--- config.mk ---
export PLATFORM = sky130hd
export DESIGN_NAME = win_scanner
export DESIGN_NICKNAME = d
export VERILOG_FILES = /design/src/rtl/win_scanner.sv
export SDC_FILE = /design/constraint.sdc
export NUM_CORES = 1
export LEC_CHECK = 0
export BUFFER_PORTS_ARGS = -buffer_cell sky130_fd_sc_hd__clkbuf_2
export CORE_MARGIN = 3
export CORE_UTILIZATION = 60
export DETAILED_ROUTE_END_ITERATION = 8
export HOLD_SLACK_MARGIN = 0.03
export PLACE_DENSITY = 0.8
export SYNTH_ARGS = -nofsm -noshare
export SYNTH_HDL_FRONTEND = slang
export SYNTH_SLANG_ARGS = --single-unit
--- constraint.sdc ---
create_clock -name clk -period 8.25 [get_ports clk]
set_clock_uncertainty 0.05 [all_clocks]
set_input_delay 1.65 -clock clk [delete_from_list [all_inputs] [get_ports clk]]
set_output_delay 1.65 -clock clk [all_outputs]
set_load 0.01 [all_outputs]
--- src/rtl/win_scanner.sv ---
// ---------------------------------------------------------------------------
// win_scanner
//
// Sequential win detector for a Connect-Four style board of ROWS x COLS cells.
// A start pulse snapshots the red and yellow occupancy vectors, then one
// anchor cell is examined per clock in ascending index order. For every
// anchor, four line directions are tested for both colours. At the end of
// the walk the block pulses done and presents the winner flags, the first
// winning line found, the board-full draw flag and the overlap flag.
//
// Cell (r,c) lives at bit r*COLS+c. Row 0 is the top row, col 0 the leftmost.
//
// Ports
//   clk        in   1   clock
//   resetn     in   1   synchronous active-low reset
//   start      in   1   scan request, accepted only while busy=0
//   red        in   N   red occupancy, sampled on an accepted start
//   yellow     in   N   yellow occupancy, sampled on an accepted start
//   busy       out  1   scan in progress
//   done       out  1   one-cycle pulse, results valid
//   red_win    out  1   red owns at least one winning line
//   yellow_win out  1   yellow owns at least one winning line
//   draw       out  1   board full and nobody won
//   illegal    out  1   some cell is set in both vectors
//   win_row    out  RW  anchor row of the reported line
//   win_col    out  CW  anchor column of the reported line
//   win_dir    out  2   0 horizontal, 1 vertical, 2 down-right, 3 down-left
// ---------------------------------------------------------------------------
module win_scanner #(
  parameter  int ROWS    = 6,
  parameter  int COLS    = 7,
  parameter  int WIN_LEN = 4,
  localparam int N       = ROWS * COLS,
  localparam int RW      = (ROWS > 1) ? $clog2(ROWS) : 1,
  localparam int CW      = (COLS > 1) ? $clog2(COLS) : 1
) (
  input  logic          clk,
  input  logic          resetn,
  input  logic          start,
  input  logic [N-1:0]  red,
  input  logic [N-1:0]  yellow,
  output logic          busy,
  output logic          done,
  output logic          red_win,
  output logic          yellow_win,
  output logic          draw,
  output logic          illegal,
  output logic [RW-1:0] win_row,
  output logic [CW-1:0] win_col,
  output logic [1:0]    win_dir
);

  localparam int IW = (N > 1) ? $clog2(N) : 1;

  typedef enum logic [1:0] {
    IDLE,
    SCAN,
    DONE
  } stateT;

  stateT         state;
  logic [N-1:0]  snapRed;
  logic [N-1:0]  snapYellow;
  logic [RW-1:0] rowIdx;
  logic [CW-1:0] colIdx;
  logic [3:0]    redHit;
  logic [3:0]    yellowHit;
  logic          anyHit;
  logic [1:0]    firstDir;
  logic          lastAnchor;
  logic          finalRedWin;
  logic          finalYellowWin;

  // The anchor index is kept as separate row and column counters so that no
  // divider is needed to recover (r,c). The last anchor is the bottom-right
  // cell.
  assign lastAnchor = (rowIdx == RW'(ROWS - 1)) && (colIdx == CW'(COLS - 1));

  // Evaluate all four directions of the current anchor for both colours.
  // A direction whose far end would leave the board is forced to miss before
  // any cell is looked at, which is also what stops a horizontal run from
  // wrapping into the next row. Only in-range cells are ever indexed.
  always_comb begin
    int   r;
    int   c;
    int   rr;
    int   cc;
    int   dRow;
    int   dCol;
    logic rowFits;
    logic rightFits;
    logic leftFits;
    logic inRange;
    logic allRed;
    logic allYellow;
    logic [IW-1:0] bitIdx;

    redHit    = '0;
    yellowHit = '0;
    r         = int'(rowIdx);
    c         = int'(colIdx);
    rr        = 0;
    cc        = 0;
    dRow      = 0;
    dCol      = 0;
    bitIdx    = '0;
    rowFits   = (r + WIN_LEN - 1) < ROWS;
    rightFits = (c + WIN_LEN - 1) < COLS;
    leftFits  = c >= (WIN_LEN - 1);

    for (int d = 0; d < 4; d++) begin
      case (d)
        0:       begin inRange = rightFits;            dRow = 0; dCol = 1;  end
        1:       begin inRange = rowFits;              dRow = 1; dCol = 0;  end
        2:       begin inRange = rowFits && rightFits; dRow = 1; dCol = 1;  end
        default: begin inRange = rowFits && leftFits;  dRow = 1; dCol = -1; end
      endcase
      allRed    = inRange;
      allYellow = inRange;
      if (inRange) begin
        for (int k = 0; k < WIN_LEN; k++) begin
          rr        = r + dRow * k;
          cc        = c + dCol * k;
          bitIdx    = IW'(rr * COLS + cc);
          allRed    = allRed & snapRed[bitIdx];
          allYellow = allYellow & snapYellow[bitIdx];
        end
      end
      redHit[d]    = allRed;
      yellowHit[d] = allYellow;
    end
  end

  // Pick the direction to report for this anchor. Red outranks yellow and a
  // lower direction number outranks a higher one, so the loops run from the
  // weakest candidate to the strongest and the strongest assignment sticks.
  always_comb begin
    anyHit   = (|redHit) | (|yellowHit);
    firstDir = '0;
    for (int d = 3; d >= 0; d--) begin
      if (yellowHit[d]) firstDir = 2'(d);
    end
    for (int d = 3; d >= 0; d--) begin
      if (redHit[d]) firstDir = 2'(d);
    end
  end

  // Win flags including the anchor being evaluated this cycle, needed so the
  // draw decision on the last anchor sees hits from that anchor too.
  assign finalRedWin    = red_win | (|redHit);
  assign finalYellowWin = yellow_win | (|yellowHit);

  // Control FSM with all outputs registered. IDLE snapshots the board and
  // clears the previous results, SCAN walks one anchor per clock and
  // accumulates sticky win flags plus the first reported line, DONE holds the
  // done pulse for exactly one cycle and deliberately ignores start, so a
  // request made there is picked up in the following IDLE cycle.
  always_ff @(posedge clk) begin
    if (!resetn) begin
      state      <= IDLE;
      snapRed    <= '0;
      snapYellow <= '0;
      rowIdx     <= '0;
      colIdx     <= '0;
      busy       <= 1'b0;
      done       <= 1'b0;
      red_win    <= 1'b0;
      yellow_win <= 1'b0;
      draw       <= 1'b0;
      illegal    <= 1'b0;
      win_row    <= '0;
      win_col    <= '0;
      win_dir    <= '0;
    end else begin
      case (state)
        IDLE: begin
          done <= 1'b0;
          if (start) begin
            snapRed    <= red;
            snapYellow <= yellow;
            rowIdx     <= '0;
            colIdx     <= '0;
            busy       <= 1'b1;
            red_win    <= 1'b0;
            yellow_win <= 1'b0;
            draw       <= 1'b0;
            illegal    <= 1'b0;
            win_row    <= '0;
            win_col    <= '0;
            win_dir    <= '0;
            state      <= SCAN;
          end
        end

        SCAN: begin
          if (|redHit)    red_win    <= 1'b1;
          if (|yellowHit) yellow_win <= 1'b1;
          // Nothing has been reported yet exactly when both flags are clear.
          if (anyHit && !red_win && !yellow_win) begin
            win_row <= rowIdx;
            win_col <= colIdx;
            win_dir <= firstDir;
          end
          if (lastAnchor) begin
            busy    <= 1'b0;
            done    <= 1'b1;
            draw    <= (&(snapRed | snapYellow)) & !finalRedWin & !finalYellowWin;
            illegal <= |(snapRed & snapYellow);
            state   <= DONE;
          end else if (colIdx == CW'(COLS - 1)) begin
            colIdx <= '0;
            rowIdx <= rowIdx + 1'b1;
          end else begin
            colIdx <= colIdx + 1'b1;
          end
        end

        DONE: begin
          done  <= 1'b0;
          state <= IDLE;
        end

        default: begin
          state <= IDLE;
        end
      endcase
    end
  end

endmodule

==> run_results.csv <==
group,metric,value,unit
status,status,"finished clean",
sta,hold_viol,0,
critical_path,critPathKind,"reg2reg",
layout,antennaDiodeCount,0,
power_and_ir_drop,p_leak,5.338,nW
floorplan,num_rows,54,
clock_tree,h-tree-depth,3,
floorplan,ioPinCount,101,
sta,fin_crit_sh,84.99,%
critical_path,r2r_setup_slack,1.24,ns
sta,whs,0.4216,ns
sta,relSlewSlack,28.86,%
sta,grt_setup_unrepaired,"false",
sta,fmax,142.6,MHz
critical_path,worstPathRequired,8.47,ns
layout,fill_cells,1732,
layout,fin_nets,1619,
power_and_ir_drop,ir_worst_vdd,0.1054,mV
global_route,grt_pass1_vias,12062,
critical_path,crit_fanout,19,
drt,avgRoutedWirePerCell,26.12,um
critical_path,crit_slowest_cell,"fa_1",
synth,synth_area,13500,um2
drt,wl,44900,um
synth,synth-async-reset-ratio,0,%
synth,synth-seq-cells,106,
drt,viasPerCell,7.304,
drt,vias,12556,
sta,period_minus_slack,7.012,ns
critical_path,crit_chain,"inv_1 -> ha_1 -> xnor2_1 -> xnor2_1 -> ha_1 -> inv_1 -> ha_1 -> inv_1 -> fa_1 -> mux4_2 -> mux4_2 -> nor2_1 -> o31ai_1 -> o211ai_1 -> a21oi_2 -> o31a_2 -> nand4b_1 -> o41ai_1",
sta,worstMarginPinSlew,1.057,ns
clock_tree,ctsHoldBuffers,0,
sta,setup_viol,0,
drt,ant_nets,0,
critical_path,critPathArrivalTime,7.23,ns
sta,report.final.slew_viol_count,0,
synth,yosysSeqAreaShare,15.72,%
clock_tree,cts-root-buf,"clkbuf_16",
power_and_ir_drop,powerDensity,168.4,nW/um2
run,maxCapViolCount,0,
global_route,antenna_found_initial,1,
synth,syn_inst,1384,
critical_path,cp-start-kind,"flop",
critical_path,setup.worst_path.end,"win_dir[0]",
floorplan,die_w,156,um
clock_tree,post_cts_resized,0,
synth,ys.flop_type,"dfxtp_1",
layout,layout-drive-gt1-share,22.24,%
critical_path,endpoint_kind,"flop",
sta,fin_tns_setup,0,ns
clock_tree,clockBufferDepth,2,
clock_tree,clock_latency,0.37,ns
layout,fin_cells,1719,
synth,yosysWarnings,0,
drt,drt_iter0_markers,2046,
placement,dp_hpwl,34360,um
floorplan,dieArea,24340,um2
synth,synth_edf_count,0,
synth,yosys.area.top_type,"mux4_2",
critical_path,regToRegStartpoint,"rowIdx[0]",
drt,drcViolationCount,0,
global_route,grt.total_usage,36.95,%
critical_path,r2r_cells,18,
floorplan,start_util,61.48,%
critical_path,cp-startpoint,"rowIdx[0]",
global_route,grt_max_degree,86,
synth,synth_cell_types,68,
synth,synth_area_leaders,"mux4_2 26%, dfxtp_1 16%, mux2i_1 9.7%",
clock_tree,clock-sinks,106,
clock_tree,postCtsSetupBuffers,0,
placement,io_buffers,100,
critical_path,rr_endpoint,"win_dir[0]",
global_route,grt_overflow,0,
synth,syn_nets,1569,
drt,dr.pass1.iters,7,
critical_path,critPathMaxStageDelay,1.15,ns
clock_tree,clkTransAtPathRegs,0.08,ns
hold_path,hold_class,"reg2reg",
layout,area_growth,6.812,%
synth,avgSynthCellArea,9.755,um2
global_route,grt_pass1_wl,69560,um
clock_tree,cts_made_buffers,9,
placement,gp_congestion,1.068,
floorplan,coreArea,21960,um2
clock_tree,cts_tree,"yes",
placement,dp_cells,1703,
floorplan,fp.dieH,156,um
synth,synth_top_area_share,25.69,%
## final cells by class
| cell class | instances | area [um2] | share of cell area [%] |
|---|---|---|---|
| clock buffer | 9 | 225.2 | 1.562 |
| clock inverter | 7 | 78.83 | 0.5466 |
| inverter | 54 | 202.7 | 1.406 |
| multi-input combinational | 1144 | 10800 | 74.88 |
| sequential | 106 | 2122 | 14.72 |
| tap | 280 | 350.3 | 2.429 |
| timing repair buffer | 119 | 643.1 | 4.460 |
## synthesized netlist by cell type (4+ instances only)
library cell / instances
a21oi_1: 34
nor2_1: 48
nand4_1: 16
a221oi_1: 9
nor3_1: 14
o21bai_1: 4
buf_6: 6
buf_8: 5
o21ai_0: 37
mux2i_1: 131
fa_1: 22
and3_1: 7
dfxtp_1: 106
ha_1: 76
xnor2_1: 45
nor2b_1: 27
nand2b_1: 8
buf_2: 8
a21o_1: 11
buf_1: 6
xor2_1: 23
mux2_2: 12
mux4_2: 154
a22oi_1: 15
o31ai_1: 4
a21boi_0: 88
nor4_1: 6
nand3b_1: 8
nand3_1: 37
o22ai_1: 22
o21ai_1: 10
clkbuf_1: 52
nand2_1: 202
a22o_1: 8
or3_1: 4
inv_1: 53
xnor2_2: 4
a211oi_1: 11
o211ai_1: 5
## sequential cells by signal, summed over array words and instances (netlist names)
name and count:
busy 1, win_row 3, red_win 1, win_col 3, colIdx 3, win_dir 2, illegal 1, rowIdx 3
state 2, yellow_win 1, draw 1, snapRed 42, snapYellow 42, done 1
## metal layers
metal / wire length (um) / share of wire [%] / global-route usage, %
met3: 5737 / 13 / 8.294
met4: 2851 / 6.3 / 17.70
met2: 19900 / 44 / 56.74
met5: 0 / 0 / 0
met1: 16410 / 37 / 49.89
## worst min path at each step
stage	startpoint	endpoint	slack [ns]	cells after the start
finish	win_dir[1]	win_dir[1]	0.42	2
global route	win_col[2]	win_col[2]	0.45	2
CTS	win_dir[1]	win_dir[1]	0.42	2
detailed placement	win_dir[1]	win_dir[1]	0.41	2
global placement	win_col[2]	win_col[2]	0.40	2
floorplan	draw	draw	0.43	2
## cell families after synthesis
family          share of synthesized area [%]
flops                                   15.72
compound gates                          14.57
mux                                     36.40
buf+inv                                 4.634
simple gates                            13.11
fa+ha+maj                               10.38
xor+xnor                                5.181
## placed cells by master, fill, tap and decap left out, drive strengths merged, types with 24 or more instances in the layout
cell type  Yosys  final
a21oi         36     36
nor2          48     48
ha            76     76
clkbuf        52    109
xor2          24     24
xnor2         49     49
mux2i        131    131
a21boi        89     89
o21ai         47     47
dfxtp        106    106
mux4         154    154
nand3         37     37
nand2        202    202
nor2b         27     27
inv           54     57
## power by group
group / internal (W) / leakage [nW] / total, W / switching [W]
registers: 0.000538 / 0.868 / 0.000612 / 0.0000744
clock network: 0.000216 / 0.148 / 0.000442 / 0.000226
logic: 0.000636 / 4.32 / 0.00137 / 0.000738
## through the flow
stage          area, um2  util [%]  total power [W]  worst slack (ns)
2_1_floorplan      13500         -         0.001649             1.745
3_5_place_dp       14120     64.28         0.001952             1.389
6_report           14420     65.67         0.002428             1.238
5_1_grt            14420     65.67         0.002535            0.9279
3_3_place_gp       14120     64.28         0.001915             1.671
4_1_cts            14420     65.67         0.002390             1.329
## worst max-delay path, delay by kind of cell, from the launching register on
kind | cells | cell delay (ns)
adder cells (fa/ha/maj) | 4 | 2.34
multiplexers | 2 | 1.10
AO/OA/AOI/OAI | 5 | 1.02
XOR/XNOR | 2 | 0.81
flip-flops | 1 | 0.74
buffers and inverters | 3 | 0.51
AND/OR/NAND/NOR | 2 | 0.33
No activity file was read; power rests on OpenSTA's default activity.
